File: src/rtl/bpred_update_queue.sv
// Ordered buffer of pending predictor-table writes with same-index merging,
// a read-path bypass for pending data, and a saturating drop counter.
module bpred_update_queue #(
    parameter int ENTRY_NUM           = 32,
    parameter int ADDR_WIDTH          = 32,
    parameter int INSN_ADDR_BIT_WIDTH = 2,
    parameter int INDEX_WIDTH         = 10,
    parameter int DATA_WIDTH          = 18,
    parameter int COALESCE            = 1
) (
    input  logic                           clk,
    input  logic                           rst,
    input  logic                           pushValid,
    input  logic [ADDR_WIDTH-1:0]          pushAddr,
    input  logic [DATA_WIDTH-1:0]          pushData,
    input  logic                           tableBusy,
    output logic                           wrValid,
    output logic [INDEX_WIDTH-1:0]         wrIndex,
    output logic [DATA_WIDTH-1:0]          wrData,
    input  logic [INDEX_WIDTH-1:0]         lookupIndex,
    output logic                           lookupHit,
    output logic [DATA_WIDTH-1:0]          lookupData,
    output logic [$clog2(ENTRY_NUM):0]     count,
    output logic                           full,
    output logic                           empty,
    output logic [15:0]                    dropCount
);
    localparam int PTR_W  = $clog2(ENTRY_NUM);
    localparam int CNT_W  = PTR_W + 1;
    localparam int IDX_HI = INDEX_WIDTH + INSN_ADDR_BIT_WIDTH - 1;

    logic [PTR_W-1:0]       head, tail;
    logic [CNT_W-1:0]       count_q;
    logic [ENTRY_NUM-1:0]   ent_valid;
    logic [INDEX_WIDTH-1:0] ent_index [ENTRY_NUM];
    logic [DATA_WIDTH-1:0]  ent_data  [ENTRY_NUM];

    logic [INDEX_WIDTH-1:0] push_index;
    logic                   pop, coal_hit, coalesce, alloc, drop;
    logic [PTR_W-1:0]       coal_ptr;
    logic                   unused_addr;

    assign push_index  = pushAddr[IDX_HI:INSN_ADDR_BIT_WIDTH];
    assign unused_addr = ^{pushAddr[ADDR_WIDTH-1:IDX_HI+1], pushAddr[INSN_ADDR_BIT_WIDTH-1:0]};

    assign count   = count_q;
    assign empty   = (count_q == '0);
    assign full    = (count_q == CNT_W'(ENTRY_NUM));
    assign pop     = !empty && !tableBusy;
    assign wrValid = pop;
    assign wrIndex = ent_index[head];
    assign wrData  = ent_data[head];

    // A head leaving this cycle cannot absorb a merge; the update must land behind it.
    always_comb begin
        coal_hit = 1'b0;
        coal_ptr = '0;
        for (int i = 0; i < ENTRY_NUM; i++) begin
            if (ent_valid[i] && ent_index[i] == push_index && !(pop && PTR_W'(i) == head)) begin
                coal_hit = 1'b1;
                coal_ptr = PTR_W'(i);
            end
        end
    end

    assign coalesce = (COALESCE != 0) && pushValid && coal_hit;
    assign alloc    = pushValid && !coalesce && (!full || pop);
    assign drop     = pushValid && !coalesce && full && !pop;

    // Walk oldest to youngest so the last match (nearest tail) wins.
    always_comb begin
        logic [PTR_W-1:0] p;
        lookupHit  = 1'b0;
        lookupData = '0;
        p          = head;
        for (int k = 0; k < ENTRY_NUM; k++) begin
            p = head + PTR_W'(k);
            if (ent_valid[p] && ent_index[p] == lookupIndex) begin
                lookupHit  = 1'b1;
                lookupData = ent_data[p];
            end
        end
    end

    always_ff @(posedge clk or posedge rst) begin
        if (rst) begin
            head      <= '0;
            tail      <= '0;
            count_q   <= '0;
            ent_valid <= '0;
            dropCount <= '0;
        end else begin
            if (pop) begin
                ent_valid[head] <= 1'b0;
                head            <= head + PTR_W'(1);
            end
            if (alloc) begin
                ent_valid[tail] <= 1'b1;
                tail            <= tail + PTR_W'(1);
            end
            if (alloc && !pop)
                count_q <= count_q + CNT_W'(1);
            else if (!alloc && pop)
                count_q <= count_q - CNT_W'(1);
            if (drop && dropCount != 16'hFFFF)
                dropCount <= dropCount + 16'd1;
        end
    end

    always_ff @(posedge clk) begin
        if (alloc) begin
            ent_index[tail] <= push_index;
            ent_data[tail]  <= pushData;
        end else if (coalesce) begin
            ent_data[coal_ptr] <= pushData;
        end
    end

endmodule
File: config.mk
export PLATFORM = sky130hd
export DESIGN_NAME = bpred_update_queue
export DESIGN_NICKNAME = d
export VERILOG_FILES = /design/src/rtl/bpred_update_queue.sv
export SDC_FILE = /design/constraint.sdc
export NUM_CORES = 2
export LEC_CHECK = 0
export ABC_AREA = 0
export CELL_PAD_IN_SITES_DETAIL_PLACEMENT = 1
export CELL_PAD_IN_SITES_GLOBAL_PLACEMENT = 2
export CORE_ASPECT_RATIO = 1.25
export CORE_MARGIN = 2
export CORE_UTILIZATION = 36
export DETAILED_ROUTE_END_ITERATION = 10
export HOLD_SLACK_MARGIN = 0.05
export PLACE_DENSITY_LB_ADDON = 0.2
export SETUP_SLACK_MARGIN = 0.2
export SYNTH_ARGS = -nofsm -noshare
export SYNTH_HDL_FRONTEND = slang
export SYNTH_SLANG_ARGS = --single-unit
File: constraint.sdc
create_clock -name clk -period 9.1 [get_ports clk]
set_input_delay 0.91 -clock clk [delete_from_list [all_inputs] [get_ports clk]]
set_output_delay 0.91 -clock clk [all_outputs]
set_load 0.02 [all_outputs]
# Word-level counts from Yosys, hierarchy flattened
# Memories as Yosys holds them, arrays and structs flattened.
# Cells that the tools add are included.
[totals]
register_bits = 64
inputBits = 64
mem_count = 2
word_cells = 566
mem_bits_rw = 896
[classes]
eq_ne = 97
order_cmp = 35
bitwise = 3
n_addsub = 35
muxes = 207
reduce_logical = 182
[memory_table]
columns = ["memory", "words", "width", "rd", "rd_ports_with_merged_regs", "write_ports", "line", "rtl"]
rows = [
  ["ent_data", 32, 18, 32, 0, 1, "36", "logic [DATA_WIDTH-1:0] ent_data [ENTRY_NUM];"],
  ["ent_index", 32, 10, 64, 0, 1, "35", "logic [INDEX_WIDTH-1:0] ent_index [ENTRY_NUM];"],
]
[op_table]
columns = ["operator", "n"]
rows = [
  ["equality test 10 bit", 64],
  ["two-way mux 18 bit", 33],
  ["less-than comparator 5 x 6 -> 1 bit, second input constant", 33],
  ["binary-select mux 1 bit (select 5 bit)", 32],
  ["two-way mux 5 bit", 31],
  ["logical AND 1 bit", 139],
  ["two-way mux 1 bit", 105],
  ["adder 5 bit, second input constant", 16],
  ["equality test 5 bit, first input constant", 16],
  ["two-way mux 32 bit", 2],
  ["adder 5 x 4 -> 5 bit, second input constant", 8],
  ["equality test 4 x 5 -> 1 bit, first input constant", 8],
  ["logical NOT 1 bit", 38],
  ["AND 32 bit", 1],
  ["NOT 32 bit", 1],
  ["OR 32 bit", 1],
  ["adder 5 x 3 -> 5 bit, second input constant", 4],
  ["equality test 3 x 5 -> 1 bit, first input constant", 4],
  ["OR reduction 18 bit", 1],
  ["adder 16 x 1 -> 16 bit, second input constant", 1],
  ["inequality test 16 bit, second input constant", 1],
  ["two-way mux 6 bit", 2],
  ["adder 5 x 1 -> 5 bit, second input constant", 2],
  ["adder 5 x 2 -> 5 bit, second input constant", 2],
  ["11 further kinds", 14],
]

# Depth between registers and ports, before layout
[logic_depth]
word_depth = 46
ltp_mapped = 32
depth_no_buf = 20

# Worst setup path before layout
# No wires, ideal clock.
[synth_timing]
path_type = "register -> output"
from = "register head[2]"
to = "output lookupData[16]"
required_time_ps = 8190
stages_incl_launch_ff = 28
setup_slack_ps = 1060
arrival_ps = 7130
cell_sequence = "dfrtp_1 -> buf_4 -> inv_1 -> buf_2 -> buf_2 -> buf_2 -> buf_2 -> buf_2 -> buf_1 -> buf_1 -> clkbuf_1 -> ha_1 -> clkbuf_1 -> buf_2 -> inv_1 -> buf_1 -> buf_1 -> mux4_2 -> xor2_1 -> o31ai_1 -> nand2_1 -> a2111oi_1 -> clkbuf_1 -> o311ai_1 -> nand3b_1 -> a31oi_1 -> o41a_1 -> o221ai_1"
[synth_via]
elab_chain_cells = 35
[synth_rtl]
columns = ["element", "line", "rtl"]
rows = [
  ["from (decl)", "32", "logic [PTR_W-1:0] head, tail;"],
  ["from (signal assigned)", "95", "head <= head + PTR_W'(1);"],
  ["adder 5 x 1 -> 5 bit (tied with other cells)", "77", "p = head + PTR_W'(k);"],
  ["memory read (32 x 10 bit) (tied with other cells)", "-", ""],
  ["equality test 10 bit (tied with other cells)", "78", "if (ent_valid[p] && ent_index[p] == lookupIndex) begin"],
  ["logical AND 1 bit or two-way mux 18 bit (tied branches)", "78", ""],
  ["two-way mux 18 bit (30 in a row)", "78", ""],
  ["two-way mux 18 bit (*)", "78", ""],
  ["to (decl)", "22", "output logic [DATA_WIDTH-1:0] lookupData,"],
]
# Mark *: on every way between the ends. The rest lies on a longest branch, timed or not. The select of a mux whose other input is x is not followed.

# Final worst setup path
[layout_timing]
from = "register head[1]"
to = "output lookupData[1]"
# The elaborated chain is that of the path after synthesis.

==> results.sh <==
export IMPL_finalInstanceArea_um2=120000
export IMPL_cts_inserted_buffers=112
export IMPL_path_cells="buf_12 -> buf_12 -> mux2_2 -> mux4_2 -> a221oi_2 -> xnor2_1 -> nor3_1 -> nand4_1 -> nor2_4 -> buf_4 -> a221o_1 -> a31o_1 -> a41oi_1 -> o41a_1 -> o221ai_2 -> buf_12"
export IMPL_clk_skew_ns=0.0783
export IMPL_cp_top_family="compound AO/OA/AOI/OAI gates"
export IMPL_placement_io_buffers=113
export IMPL_vias=106750
export IMPL_core_area_um2=300000
export IMPL_initial_core_util=0.362
export IMPL_detail_route_wl_per_cell_um=52.0
export IMPL_synth_largest_type_area_fraction=0.281
export IMPL_cts_root_buf="sky130_fd_sc_hd__clkbuf_16"
export IMPL_design_portCount=136
export IMPL_first_global_vias=104027
export IMPL_synthesis_instances=10588
export IMPL_numClockSinks=960
export IMPL_timing_reg2reg_setup_slack_ns=1.14
export IMPL_path_clk_slew_ns=0.06
export IMPL_period_share=0.986
export IMPL_fmaxAchievable_mhz=111
export IMPL_grt_start_max_net_pins=121
export IMPL_post_synthesis_mean_instance_area_um2=10.3
export IMPL_wl_mm=756
export IMPL_synth_net_count=10684
export IMPL_most_numerous_cell_in_the_yosys_netlist="sky130_fd_sc_hd__nand2_1"
export IMPL_crit_path_top_delay_cell="sky130_fd_sc_hd__nor2_4"
export IMPL_final_fill_count=32789
export IMPL_synth_seq_cells=960
export IMPL_route_detailed_vias_per_inst=7.33
export IMPL_ys_top_cells_by_count="sky130_fd_sc_hd__nand2_1 (1849), sky130_fd_sc_hd__mux4_2 (1358), sky130_fd_sc_hd__edfxtp_1 (896)"
export IMPL_cts_tree="built"
export IMPL_worst_path_largest_cell_delay_ns=0.73
export IMPL_synth_largest_area_cell="sky130_fd_sc_hd__mux4_2"
export IMPL_grt_pass1_wl_mm=988
export IMPL_drv_cap=0
export IMPL_setup_viol=0
export IMPL_worstMarginPinSlew_ns=1.47
export IMPL_crit_path_frequent_cell="sky130_fd_sc_hd__buf_12"
export IMPL_netlist_area_um2=109000
export IMPL_areaGrowthSynthToFinish_pct=10.5
export IMPL_violation_count_after_the_first_detailed_route_iteration=14349
export IMPL_placed_cell_area_um2=116000
export IMPL_setup_worst_path_start_class="flip-flop"
export IMPL_antenna_found_initial=70
export IMPL_drt_pass1_iterations=5
export IMPL_status="finished, final reports clean"
export IMPL_placement_rows=225
export IMPL_min_delay_path_class="flip-flop to flip-flop"
export IMPL_critical_path_peak_fanout=114
export IMPL_ys_top_cells_by_area="sky130_fd_sc_hd__mux4_2 (28%), sky130_fd_sc_hd__edfxtp_1 (25%), sky130_fd_sc_hd__mux2i_1 (7.5%), sky130_fd_sc_hd__nand2_1 (6.4%), sky130_fd_sc_hd__xnor2_1 (5.2%)"
export IMPL_gr_total_overflow=0
export IMPL_synth_flop_cell="sky130_fd_sc_hd__edfxtp_1"
export IMPL_final_nets=10494
export IMPL_number_of_warning_messages_in_the_yosys_log=0
export IMPL_tns_ns=0
export IMPL_slew_headroom=0.0189
export IMPL_critical_path_n_buffers_inverters=4
export IMPL_dieWidth_um=495
export IMPL_required_time_of_the_critical_path_ns=8.19
export IMPL_die_area_um2=306000
export IMPL_die_height_um=618
export IMPL_synth_seq_area_share=0.262
export IMPL_critical_path_endpoint_type="output pin"
export IMPL_htree_levels=3
export IMPL_worst_hold_slack_ns=0.499
export IMPL_clk_latency_ns=0.85
export IMPL_globalplace_congestion=1.08
export IMPL_final_antenna_net_count=0
export IMPL_cts_max_path_buffers=3
export IMPL_detail_route_drc_violations=0
export IMPL_drive_gt1_frac=0.236
export IMPL_place_hpwl_mm=568
export IMPL_timing_final_max_slew_violations=0
export IMPL_grt_setup_unrepaired="no"
export IMPL_arrival_ns=8.06
export IMPL_timing_worst_setup_path_type="flip-flop to output pin"
export IMPL_yosysUniqueCellTypes=122
export IMPL_number_of_enable_type_register_cells_in_the_synthesized_netlist=896
export IMPL_globalRouteTotalUtil=0.484
export IMPL_finalWorstPathRequiredPeriod_ns=8.97
export IMPL_timing_final_hold_violations=0
export IMPL_asyncSetResetFlopFracSynth=0.0667
## final cells by class
type	instances	area [um^2]	share of cell area
sequential	960	28500	0.237
tap	3972	4970	0.0414
inverter	73	302	0.00251
clock inverter	74	855	0.00711
clock buffer	140	3040	0.0253
timing repair buffer	682	6240	0.0520
multi-input combinational	8569	76000	0.632
antenna	87	218	0.00181
## timing repair
item	CTS	global route
hold buffers	0	0
endpoints found under the setup margin	15	15
hold endpoints to repair	0	0
gates resized for setup	13	7
pin swaps	1	4
gates cloned	0	1
buffers inserted	2	11
## logic make-up (layout without fill, tap and decap cells)
kind of cell,after synthesis,count (layout),share of synthesized area
DFF,960,960,0.262
xor gates and xnor gates,684,685,0.0557
adders and majority gates,32,32,0.00375
muxes,2262,2262,0.367
and+or+nand+nor,3665,3665,0.149
buffers and inverters,1060,969,0.0480
AOI/OAI and AO/OA,1925,1925,0.114
other,0,87,0
## layout by cell type, fill, tap and decap left out, types with 43 or more instances in the layout
master and count:
sky130_fd_sc_hd__a21oi_1 352, sky130_fd_sc_hd__o211ai_1 68, sky130_fd_sc_hd__a32oi_1 50, sky130_fd_sc_hd__a22oi_1 56, sky130_fd_sc_hd__a31oi_1 51, sky130_fd_sc_hd__and3_1 56, sky130_fd_sc_hd__clkbuf_16 114, sky130_fd_sc_hd__edfxtp_1 896
sky130_fd_sc_hd__buf_4 509, sky130_fd_sc_hd__o21ai_0 683, sky130_fd_sc_hd__a211oi_1 97, sky130_fd_sc_hd__o22ai_1 60, sky130_fd_sc_hd__mux2i_1 813, sky130_fd_sc_hd__nand3_1 250, sky130_fd_sc_hd__xnor2_1 627, sky130_fd_sc_hd__diode_2 87
sky130_fd_sc_hd__clkdlybuf4s50_1 75, sky130_fd_sc_hd__mux4_2 1358, sky130_fd_sc_hd__buf_12 77, sky130_fd_sc_hd__o2111ai_1 43, sky130_fd_sc_hd__nor2_1 764, sky130_fd_sc_hd__nand2_1 1846, sky130_fd_sc_hd__nand4_1 156, sky130_fd_sc_hd__nand2b_1 55
sky130_fd_sc_hd__mux2_2 68, sky130_fd_sc_hd__inv_1 56, sky130_fd_sc_hd__nor3_1 140, sky130_fd_sc_hd__dfrtp_1 59
## layer usage
metal  wire (um)  track usage
met5         116            0
met4      107000        0.550
met3       69600        0.121
met2      336000        0.743
met1      244000        0.510
## worst paths after layout
check,startpoint,endpoint,cells past startpoint
worst max-delay path,head[1],lookupData[1],16
worst min-delay path,dropCount[15],dropCount[15],1
worst min register to register,dropCount[15],dropCount[15],1
worst max register to register,head[3],ent_data[11][17],17
min in group asynchronous,rst,count[3],3
max in group asynchronous,rst,head[4],3
## state kept, by name (all words and copies together) (netlist names)
name	cells
ent_data	576
ent_index	320
ent_valid	32
dropCount	16
count	6
head	5
tail	5
## per-stage QoR
step / utilization / setup slack (ns) / cells
final: 0.400 / 0.130 / 14557
after global routing: 0.400 / 0.207 / 14518
after CTS: 0.399 / 0.232 / 14458
after detailed placement: 0.385 / 0.692 / 14242
after global placement: 0.385 / 0.819 / 14242
after floorplan: - / 1.06 / 10588
Power is left out: the tool's default activity adds up to more than one toggle a clock period on the data nets, which glitch-free logic cannot reach.
